File: src/rtl/argmax_classifier_if.sv
// Handshake and data bundle between the final neuron layer and the argmax classifier.
interface argmax_classifier_if #(
    parameter int unsigned INTG_WIDTH = 16,
    parameter int unsigned FRAC_WIDTH = 16,
    parameter int unsigned NUM_INPUTS = 10
);
    localparam int unsigned DATA_WIDTH  = INTG_WIDTH + FRAC_WIDTH;
    localparam int unsigned INDEX_WIDTH = (NUM_INPUTS > 1) ? $clog2(NUM_INPUTS) : 1;

    logic                          input_ready;
    logic signed [DATA_WIDTH-1:0]  inputs [NUM_INPUTS];
    logic        [INDEX_WIDTH-1:0] index;
    logic signed [DATA_WIDTH-1:0]  max_value;
    logic                          output_ready;
    logic                          busy;

    // Upstream / observer side
    modport master (
        output input_ready,
        output inputs,
        input  index,
        input  max_value,
        input  output_ready,
        input  busy
    );

    // Classifier side
    modport slave (
        input  input_ready,
        input  inputs,
        output index,
        output max_value,
        output output_ready,
        output busy
    );
endinterface

File: src/rtl/argmax_classifier.sv
// Argmax classifier: snapshots all neuron scores, scans them one per cycle and
// reports the index and value of the largest signed score (lowest index on ties).
module argmax_classifier #(
    parameter int unsigned INTG_WIDTH = 16,
    parameter int unsigned FRAC_WIDTH = 16,
    parameter int unsigned NUM_INPUTS = 10
) (
    input logic               clock,
    input logic               reset,
    argmax_classifier_if.slave bus
);
    localparam int unsigned DATA_WIDTH  = INTG_WIDTH + FRAC_WIDTH;
    localparam int unsigned INDEX_WIDTH = (NUM_INPUTS > 1) ? $clog2(NUM_INPUTS) : 1;
    // With a single class there is nothing to scan, so the pointer stays at 0.
    localparam logic [INDEX_WIDTH-1:0] FirstPtr = (NUM_INPUTS > 1) ? INDEX_WIDTH'(1) : '0;
    localparam logic [INDEX_WIDTH-1:0] LastPtr  = INDEX_WIDTH'(NUM_INPUTS - 1);

    typedef enum logic [1:0] {StWaiting, StComparing, StDone} state_e;

    state_e                        state_q, state_d;
    logic signed [DATA_WIDTH-1:0]  snapshot_q [NUM_INPUTS];
    logic signed [DATA_WIDTH-1:0]  snapshot_d [NUM_INPUTS];
    logic        [INDEX_WIDTH-1:0] ptr_q, ptr_d;
    logic signed [DATA_WIDTH-1:0]  best_value_q, best_value_d;
    logic        [INDEX_WIDTH-1:0] best_index_q, best_index_d;
    logic        [INDEX_WIDTH-1:0] index_q, index_d;
    logic signed [DATA_WIDTH-1:0]  max_value_q, max_value_d;
    logic                          output_ready_q, output_ready_d;
    logic                          busy_q, busy_d;
    logic                          cand_greater;

    // Strict signed compare keeps the earlier index on ties.
    assign cand_greater = snapshot_q[ptr_q] > best_value_q;

    // Next-state, datapath and registered-output decode.
    always_comb begin
        state_d      = state_q;
        snapshot_d   = snapshot_q;
        ptr_d        = ptr_q;
        best_value_d = best_value_q;
        best_index_d = best_index_q;
        index_d      = index_q;
        max_value_d  = max_value_q;

        unique case (state_q)
            StWaiting: begin
                if (bus.input_ready) begin
                    for (int i = 0; i < NUM_INPUTS; i++) begin
                        snapshot_d[i] = bus.inputs[i];
                    end
                    best_value_d = bus.inputs[0];
                    best_index_d = '0;
                    ptr_d        = FirstPtr;
                    if (NUM_INPUTS > 1) begin
                        state_d = StComparing;
                    end else begin
                        state_d     = StDone;
                        index_d     = '0;
                        max_value_d = bus.inputs[0];
                    end
                end
            end
            StComparing: begin
                if (cand_greater) begin
                    best_value_d = snapshot_q[ptr_q];
                    best_index_d = ptr_q;
                end
                if (ptr_q == LastPtr) begin
                    // Publish including the last element's comparison.
                    state_d     = StDone;
                    index_d     = cand_greater ? ptr_q : best_index_q;
                    max_value_d = cand_greater ? snapshot_q[ptr_q] : best_value_q;
                end else begin
                    ptr_d = ptr_q + INDEX_WIDTH'(1);
                end
            end
            StDone: begin
                if (!bus.input_ready) begin
                    state_d = StWaiting;
                end
            end
            default: state_d = StWaiting;
        endcase

        busy_d = (state_d == StComparing);
        // Result flag trails DONE entry by one edge and drops with input_ready.
        output_ready_d = (state_q == StDone) && bus.input_ready;
    end

    // State and datapath registers with synchronous active-low reset.
    always_ff @(posedge clock) begin
        if (!reset) begin
            state_q <= StWaiting;
            for (int i = 0; i < NUM_INPUTS; i++) begin
                snapshot_q[i] <= '0;
            end
            ptr_q          <= '0;
            best_value_q   <= '0;
            best_index_q   <= '0;
            index_q        <= '0;
            max_value_q    <= '0;
            output_ready_q <= 1'b0;
            busy_q         <= 1'b0;
        end else begin
            state_q        <= state_d;
            snapshot_q     <= snapshot_d;
            ptr_q          <= ptr_d;
            best_value_q   <= best_value_d;
            best_index_q   <= best_index_d;
            index_q        <= index_d;
            max_value_q    <= max_value_d;
            output_ready_q <= output_ready_d;
            busy_q         <= busy_d;
        end
    end

    assign bus.index        = index_q;
    assign bus.max_value    = max_value_q;
    assign bus.output_ready = output_ready_q;
    assign bus.busy         = busy_q;
endmodule

File: src/flat_wrapper.sv
// flat-port wrapper written by rule: the top's interface ports become plain ports
module argmax_classifier_flat 
#(
    parameter int unsigned INTG_WIDTH = 16,
    parameter int unsigned FRAC_WIDTH = 16,
    parameter int unsigned NUM_INPUTS = 10
)
  (clock, reset, bus_input_ready, bus_inputs, bus_index, bus_max_value, bus_output_ready, bus_busy);
  argmax_classifier_if #(.INTG_WIDTH(INTG_WIDTH), .FRAC_WIDTH(FRAC_WIDTH), .NUM_INPUTS(NUM_INPUTS)) bus_i ();
  input logic clock;
  input logic reset;
  input wire logic [$bits(bus_i.input_ready)-1:0] bus_input_ready;
  input wire logic [$bits(bus_i.inputs)-1:0] bus_inputs;
  output wire logic [$bits(bus_i.index)-1:0] bus_index;
  output wire logic [$bits(bus_i.max_value)-1:0] bus_max_value;
  output wire logic [$bits(bus_i.output_ready)-1:0] bus_output_ready;
  output wire logic [$bits(bus_i.busy)-1:0] bus_busy;
  assign bus_i.input_ready = bus_input_ready;
  assign bus_i.inputs = {>>{bus_inputs}};
  assign bus_index = bus_i.index;
  assign bus_max_value = bus_i.max_value;
  assign bus_output_ready = bus_i.output_ready;
  assign bus_busy = bus_i.busy;
  argmax_classifier #(.INTG_WIDTH(INTG_WIDTH), .FRAC_WIDTH(FRAC_WIDTH), .NUM_INPUTS(NUM_INPUTS)) u_core (.clock(clock), .reset(reset), .bus(bus_i));
endmodule
File: config.mk
export PLATFORM = sky130hd
export DESIGN_NAME = argmax_classifier_flat
export DESIGN_NICKNAME = d
export VERILOG_FILES = /design/src/rtl/argmax_classifier_if.sv /design/src/rtl/argmax_classifier.sv /design/src/flat_wrapper.sv
export SDC_FILE = /design/constraint.sdc
export NUM_CORES = 1
export LEC_CHECK = 0
export CAP_MARGIN = 20
export CORE_MARGIN = 5
export CORE_UTILIZATION = 30
export CTS_CLUSTER_SIZE = 20
export DETAILED_ROUTE_END_ITERATION = 6
export PLACE_DENSITY = 0.5
export RECOVER_POWER = 50
export SLEW_MARGIN = 20
export SYNTH_ARGS = -nofsm -noshare
export SYNTH_HDL_FRONTEND = slang
export SYNTH_SLANG_ARGS = --single-unit
File: constraint.sdc
create_clock -name clock -period 4.3 [get_ports clock]
set_input_delay 0.86 -clock clock [delete_from_list [all_inputs] [get_ports clock]]
set_output_delay 0.86 -clock clock [all_outputs]
set_load 0.01 [all_outputs]
==> results by stage, run 1 <==
Worst setup path:
- For the worst setup path, the data required time is ~4800 ps.
- By instance count, the cell type seen most on the critical path is sky130_fd_sc_hd__inv_1.
- The highest fanout seen on the critical path is 34.
- The startpoint of the most critical register-to-register path is u_core.ptr_q[0].
- The category of the worst setup path capture point is a flop.
- Data arrives at the worst endpoint at between 4000 and 5000 ps.
- Counting cells, the worst reg-to-reg path comes to 15.
- The critical setup path kind is reg2reg.
- The largest single stage delay on the critical path is between 500 and 600 ps.
- The critical path launch point type is a flop.
- The endpoint identified for the worst register-to-register timing path is u_core.best_value_q[25].
- The critical path goes through buf_16 > mux4_2 > mux2i_2 > o22a_2 > inv_1 > ha_1 > nand4_1 > inv_1 > a221oi_2 > o21ai_1 > a31o_2 > o211a_2 > or2_4 > buf_12 > o311ai_0.
- The worst register-to-register path has a setup slack of 140 ps.
- The worst-path cell with the longest stage delay is sky130_fd_sc_hd__mux4_2.

Die:
- For this configuration, the core starts out at a cell density of 0.302.
- The total area inside the core boundary comes to 0.0629 mm^2.
- In this run the core area contains just over 90 standard-cell rows.
- The x dimension of the die is 261 um.
- The total die area is between 0.06 and 0.07 mm^2.
- The die is between 200 and 300 um tall.
- The top-level port count is ~360.

Cells and area:
- The final net count is around 2,800.
- The cell area after layout is between 0.02 and 0.03 mm^2.
- Relative to the synthesized area, the layout overhead comes to 34.8%.
- After filler insertion, the fill cell instance count of the layout stands at 6,363.
- The finished layout holds approximately 3,400 standard cells, fillers aside.
- Measured on the finished design, the core utilization comes to 0.407.
- Of the cells placed in the final design, the portion with a size suffix greater than 1 is 0.117.

Drt:
- After detailed routing, the number of vias per cell comes to about 5.0.
- The final layout contains routed wiring with a total length of around 69,000 um.
- The first routing iteration left about 1,400 violations.
- Dividing the detail-routed wire length by the instance count gives just over 20 um.
- The number of nets with antenna violations after routing is 0.
- The total via count after detailed routing is 16,600.
- The first detailed-routing pass ran for 5 iterations.
- The number of design rule violations left after detail routing is 0.

Pwr:
- The completed layout was analyzed and its total power is 10.4 mW.
- Across the VDD grid, the largest voltage drop is 0.242 mV.
- Of the total power, the share spent switching nets is 0.288.
- The cell-internal power is between 7 and 8 mW.
- The leakage power of the design is around 9.4 nW.
- The sequential group share of total power is 0.392.
- The clock network power share is 0.407.
- The net switching power is 3.00 mW.
- The total power divided by cell area is ~400 mW/mm^2.
- The fraction of power consumed by combinational cells is 0.201.

Yosys:
- The post-synthesis average cell area is 8.75 um^2.
- The instance count of the mapped netlist is 2,166.
- The count of flip-flops with a built-in enable after synthesis is 0.
- The sequential-to-total area share from yosys stat is 0.422.
- The net count after synthesis is approximately 2,500.
- After synthesis, the share of flip-flops with an asynchronous set or reset is 0.
- The register bit total from synthesis is 400.
- The post-synthesis instance area is between 0.015 and 0.02 mm^2.
- The post-synthesis cell type count is between 40 and 50.
- During synthesis, Yosys emitted a total of 0 warnings.
- The dominant register cell in the synthesized netlist is sky130_fd_sc_hd__dfxtp_1.

Place:
- The detailed placer's ending HPWL is ~49,000 um.
- Before CTS, the worst setup slack after placement is -78.3 ps.
- The placed instances occupy a cell area of roughly 0.024 mm^2.
- Buffers placed on the I/O ports in this run total 360.
- The final weighted congestion of routability-driven global placement is 0.856.
- Counting tap cells, the placed design contains a total of about 3,200 instances.

Global route:
- The first global-routing pass estimated around 100,000 um of wire.
- For this run, the total global-route usage over all layers was measured as 0.190.
- For this run the aggregate overflow at the end of global routing stands at 0.
- The number of antenna violations at the first check in global routing is 7.
- Entering global routing, the biggest net connects 150 pins.
- The via count of the first global-routing pass is 16,200.

Timing:
- The final setup slack of the worst path is ~140 ps.
- In the final timing run, aggregate negative setup slack is 0 ps.
- The part of the cycle the worst path needs is 0.966.
- The final-report hold violation count is 0.
- The number of slew-limit violations in the final report came to 0.
- Across the routed clock network, the largest skew measured is 21.0 ps.
- The worst-margin pin slew is 981 ps.
- Setup repair after global routing could not meet its margin everywhere.
- The maximum clock frequency is roughly 0.24 GHz.
- The tightest hold margin is around 460 ps.
- Setup violations remaining at the end of the flow were counted as 0.
- The normalized max-slew margin is 0.346.
- The post-layout minimum cycle time is ~4200 ps.

Flow run:
- The total of max-cap violations is 0.

Clock network:
- The deepest level of the CTS H-tree is 2.
- The count of clock tree sinks is 400.
- In this run, post-CTS hold repair placed 0 buffers.
- After clock tree synthesis, the clock-pin slew on the worst setup and hold paths is roughly 60 ps.
- The CTS buffer count is 49.
- The worst-case clock buffer depth is 3.
- The library cell used as clock root buffer is sky130_fd_sc_hd__clkbuf_16.
- The TritonCTS clock tree is built.
- The worst-skew pair later-pin latency is roughly 600 ps.

Run status:
- The flow ran to the end, and the final reports show no timing, DRC or antenna violations.

Hold path:
- The worst hold path stage count is 2.
- The start point of the worst hold path is u_core.snapshot_q[121].
- The classification of the worst-slack hold path is reg2reg.
- The end point of the worst hold path is u_core.snapshot_q[121].
==> sequential cells by signal, summed over array words and instances, names as in the netlist <==
register	count
u_core.bus.index	4
u_core.best_value_q	32
u_core.bus.busy	1
u_core.ptr_q	4
u_core.snapshot_q	320
u_core.bus.output_ready	1
u_core.bus.max_value	32
u_core.state_q	2
u_core.best_index_q	4
==> critical path: cells and delay by family (launching register included) <==
family | cells | cell delay, ps
AO/OA/AOI/OAI | 6 | 1490
multiplexers | 2 | 820
buffers and inverters | 4 | 490
flip-flops | 1 | 450
AND/OR/NAND/NOR | 2 | 410
adder cells (fa/ha/maj) | 1 | 320
==> worst max-delay path by stage <==
stage	start	end	slack [ps]	cells after the start
after floorplan	u_core.ptr_q[0]	u_core.best_value_q[26]	260	19
after global placement	u_core.ptr_q[1]	u_core.best_index_q[0]	-40	16
after detailed placement	u_core.ptr_q[1]	u_core.best_index_q[1]	-80	14
after CTS	u_core.ptr_q[0]	u_core.bus.max_value[9]	10	17
after global routing	u_core.ptr_q[1]	u_core.bus.max_value[6]	-10	19
final	u_core.ptr_q[0]	u_core.best_value_q[25]	140	15
==> metal layers <==
layer	wire, um	share of wire	global-route usage
met5	27	0.00039	0
met1	32500	0.47	0.277
met4	1480	0.021	0.0469
met2	30400	0.44	0.288
met3	4290	0.062	0.0384
==> synthesized netlist by cell type, drive strengths merged (14+ instances only) <==
cell type	n	share of area
nand2	688	0.14
dfxtp	400	0.42
a21boi	320	0.13
clkbuf	158	0.031
o21ai	102	0.027
inv	65	0.013
mux2i	64	0.034
mux4	64	0.076
nor2	42	0.0083
nor4	36	0.012
ha	34	0.022
a311oi	33	0.026
o22a	32	0.015
o311ai	31	0.016
buf	30	0.0092
a21oi	14	0.0037
==> repair_timing <==
action / in CTS / in global routing
setup buffers: 3 / 8
gates resized for setup: 4 / 29
setup endpoints to repair: 11 / 72
gates cloned: 1 / 3
pin swaps: 1 / 4
==> cell usage in the layout (no fill, tap or decap), drive strengths merged, types with 3 or more instances in the layout <==
master	count
inv	67
o22a	32
buf	72
nand2	688
and2	4
a21oi	14
mux2i	64
nand3	4
o21ai	102
a32o	4
nor3	5
nand4	9
o311ai	31
nor4	36
mux4	64
a311oi	33
ha	34
o21a	3
nor2	42
clkinv	8
bufinv	3
a21boi	320
clkinvlp	4
dfxtp	400
clkdlybuf4s50	359
clkbuf	75
==> cell type report <==
| type | instances | area (um^2) | area share |
|---|---|---|---|
| Multi-Input combinational cell | 1513 | 10100 | 0.393 |
| Sequential cell | 400 | 8020 | 0.314 |
| Timing Repair Buffer | 435 | 4530 | 0.177 |
| Clock buffer | 72 | 1460 | 0.0573 |
| Tap cell | 846 | 1060 | 0.0414 |
| Inverter | 65 | 244 | 0.00954 |
| Clock inverter | 17 | 198 | 0.00773 |
| Antenna cell | 2 | 5.00 | 0.000196 |
==> kinds of logic after synthesis <==
kind of cell,count (synthesis),synth area share
AOI/OAI and AO/OA,554,0.225
xor gates and xnor gates,2,0.000924
adders and majority gates,34,0.0224
buffers and inverters,253,0.0534
DFF,400,0.422
muxes,128,0.110
and+or+nand+nor,795,0.166
==> power groups by stage <==
| stage | Combinational (mW) | Clock (mW) | Sequential, mW |
|---|---|---|---|
| after floorplan | 1.18 | 0 | 4.11 |
| after global placement | 1.98 | 0 | 4.16 |
| after detailed placement | 2.00 | 0 | 4.16 |
| after CTS | 2.04 | 4.34 | 4.08 |
| after global routing | 2.27 | 4.49 | 4.11 |
| final | 2.09 | 4.24 | 4.08 |
Power figures use the tool's default switching activity.
==> run 2, diff against run 1 <==
CTS_CLUSTER_DIAMETER = 60   (was default)
==> run 2 against run 1 <==
The run now ends with max-capacitance violations, max-slew violations left. Die area stayed put. Register-to-register slack gained 20 ps. Utilization fell by 0.35 points. Cell count is 0.33% lower. Non-clock buffer count is the same. Maximum frequency rose by 0.38%. Critical path depth is the same. Sequential power barely moved. Clock skew increased by 1.9 ps. Total power is 2.6% lower. First-iteration DRC count is 10% lower. Clock power down 6.4%. Critical path type unchanged.
==> results by stage, run 2 (same netlist as run 1, synthesis figures left out) <==
Timing:
- The number of slew-limit violations in the final report came to 146 (+146).
- The normalized max-slew margin is -0.852 (-1.20).
- The number of setup violations in the final report is 0 (unchanged).
- The worst clock skew on the final layout is 22.9 ps (+1.86 ps).
- The final-report hold violation count is 0 (unchanged).
- The post-layout minimum cycle time is 4140 ps (-15.8 ps).
- The worst-margin pin slew was 2780 ps (+1800 ps).
- The maximum clock frequency is 0.242 GHz (+0.38%).
- The tightest hold margin is 465 ps (+5.78 ps).
- The part of the cycle the worst path needs is 0.963 (-0.00368).

Cells and area:
- The top register by number of flip-flops is u_core.snapshot_q.
- The area growth from synthesis to layout is 33.7%.
- The top cell types in the final layout, fill and taps aside, are 686 x sky130_fd_sc_hd__nand2_1, 397 x sky130_fd_sc_hd__dfxtp_1, 322 x sky130_fd_sc_hd__clkdlybuf4s50_1.
- The final net count is 2,814 (-0.25%).
- The flip-flop count of the largest register, all copies and words added is 320 (unchanged).
- The library cell used most frequently in the layout, excluding fill and tap cells, is sky130_fd_sc_hd__nand2_1.
- The post-route core utilization is 0.403 (-0.00352).
- The non-filler instance count after layout is 3,339 (-0.33%).
- The share of layout cells above drive strength 1 is 0.116 (-0.000995).
- The cell area after layout came to 0.0253 mm^2 (-0.87%).

Drt:
- The total length of routed wires is 68,500 um (-0.38%).
- The number of nets with antenna violations after routing is 0 (unchanged).
- The number of detailed-routing iterations run before antenna repair is 4 (-1).
- The DRC violation total after the first TritonRoute iteration was 1,277 (-10%).
- The average via count per standard cell came to 4.99 (+0.38%).
- The total via count after detailed routing is 16,600 (+0.054%).
- The average wire length per cell after detail routing is 20.5 um (about the same).
- The number of design rule violations left after detail routing is 0 (unchanged).

Worst setup path:
- Grouping stages by cell kind, the critical path spends the most delay in compound AO/OA/AOI/OAI gates.
- The required time reported for the critical path endpoint came to 4770 ps (about the same).
- The length in cells of the worst reg-to-reg path came to 15 (unchanged).
- The worst path arrival time is 4610 ps (-20 ps).
- The startpoint of the most critical register-to-register path is u_core.ptr_q[0].
- The peak per-stage delay on the critical path is 550 ps (+30 ps).
- The number of buffers and inverters on the critical path was 4 (unchanged).
- The category of the worst setup path capture point is a flop.
- In this run the critical register-to-register path is captured at u_core.best_value_q[25].
- The setup slack on the worst flop-to-flop path is 160 ps (+20 ps).
- The critical path goes through buf_12 > mux4_2 > mux2i_1 > o22a_1 > inv_1 > ha_1 > nand4_1 > inv_1 > a221oi_2 > nor2_1 > o21a_1 > o211a_2 > or2_4 > buf_12 > o311ai_0.
- The highest fanout seen on the critical path came to 34 (unchanged).
- The worst-path cell with the longest stage delay is sky130_fd_sc_hd__mux4_2.
- The critical path launch point type is a flop.
- The critical setup path kind is reg2reg.

Die:
- The number of rows created at floorplan is 92 (unchanged).
- The top-level port count came to 361 (unchanged).
- The x dimension of the die is 261 um (unchanged).
- The placeable core region is 0.0629 mm^2 (unchanged).
- The total die area is 0.0683 mm^2 (unchanged).
- The initial core utilization is 0.302 (unchanged).
- The vertical die dimension came to 261 um (unchanged).

Clock network:
- The count of clock tree sinks is 400 (unchanged).
- The clock slew seen by the registers of the worst setup and hold paths is 70 ps (about the same).
- The worst-case clock buffer depth came to 3 (unchanged).
- The CTS buffer count is 42 (-14%).
- The deepest level of the CTS H-tree is 2 (unchanged).
- The library cell used as clock root buffer is sky130_fd_sc_hd__clkbuf_16.
- The worst-skew pair later-pin latency was 590 ps (about the same).
- The TritonCTS clock tree is built.

Hold path:
- The classification of the worst-slack hold path is reg2reg.
- The worst hold path stage count is 2 (unchanged).
- The startpoint identified for the worst hold timing path is u_core.snapshot_q[220].
- The worst hold path terminates at u_core.snapshot_q[220].

Pwr:
- The leakage power of the design is 9.44 nW (+0.39%).
- The worst supply voltage drop on vdd is 0.251 mV (+3.8%).
- The total power divided by cell area was 400 mW/mm^2 (-1.8%).

Flow run:
- The total of max-cap violations is 1 (+1).

Place:
- The number of input and output port buffers inserted came to 360 (unchanged).
- The placed cell area is 0.0236 mm^2 (unchanged).
- The detailed placer's ending HPWL is 48,800 um (unchanged).
- The cell count after placement came to 3,244 (unchanged).
- The final weighted congestion of routability-driven global placement is 0.856 (unchanged).

Global route:
- The pin count of the biggest net entering global routing is 150 (unchanged).
- The number of antenna violations at the first check in global routing is 8 (+1).
- The residual overflow from global routing is 0 (unchanged).
- The via count of the first global-routing pass was 16,300 (+0.45%).
- The first-pass GRT wire length is 101,000 um (-0.19%).
- The global routing usage summed across all routing layers is 0.190 (+0.000510).

Run status:
- The run finished, with violations left.
- The final reports fail on max-capacitance violations, max-slew violations.
## run 2: final cells by class
class / count / area, um^2
fill: 6382 / 37500
multi-input combinational: 1513 / 10100
sequential: 400 / 8020
timing repair buffer: 435 / 4480
clock buffer: 46 / 1100
tap: 846 / 1060
clock inverter: 30 / 389
inverter: 65 / 244
antenna: 4 / 10.0
## run 2: through the flow
step / setup TNS, ps / power, mW / setup slack [ps]
global route: -0.966 / 10.6 / -0.966
CTS: 0 / 10.2 / 26.5
floorplan: 0 / 5.29 / 257
global placement: -174 / 6.14 / -44.2
detailed placement: -318 / 6.16 / -78.3
finish: 0 / 10.1 / 160
## run 2: where the power goes
group          internal [mW]  leakage (nW)  switching (mW)
Combinational          0.915          5.42            1.17
Clock                   2.22         0.731            1.75
Sequential              3.94          3.29           0.135
Total                   7.08          9.44            3.06
## run 2: worst max-delay path by stage
| stage | from | endpoint | slack, ps | cells after the start |
|---|---|---|---|---|
| after detailed placement | u_core.ptr_q[1] | u_core.best_index_q[1] | -80 | 14 |
| after floorplan | u_core.ptr_q[0] | u_core.best_value_q[26] | 260 | 19 |
| after global placement | u_core.ptr_q[1] | u_core.best_index_q[0] | -40 | 16 |
| after global routing | u_core.ptr_q[0] | u_core.best_index_q[1] | -1 | 17 |
| after CTS | u_core.ptr_q[0] | u_core.best_index_q[1] | 30 | 14 |
| final | u_core.ptr_q[0] | u_core.best_value_q[25] | 160 | 15 |
## run 2: what timing repair did
action,4_1_cts,5_1_grt
gates resized for setup,4,27
hold buffers,0,0
gates cloned,1,2
endpoints found under the setup margin,14,72
pin swaps,1,6
setup buffers,5,7
## run 2: tightest hold or removal path, cell delays in order (launching register included)
cell and delay, ps:
sky130_fd_sc_hd__dfxtp_1 310, sky130_fd_sc_hd__nand2_1 40, sky130_fd_sc_hd__a21boi_0 60
## run 2: routing by layer
layer  track usage  share of wire  up-vias
li1              -              -     8070
met1         0.275           0.47     7983
met2         0.283           0.44      490
met3        0.0424          0.065       98
met4        0.0597          0.026        4
met5             0        0.00039        -
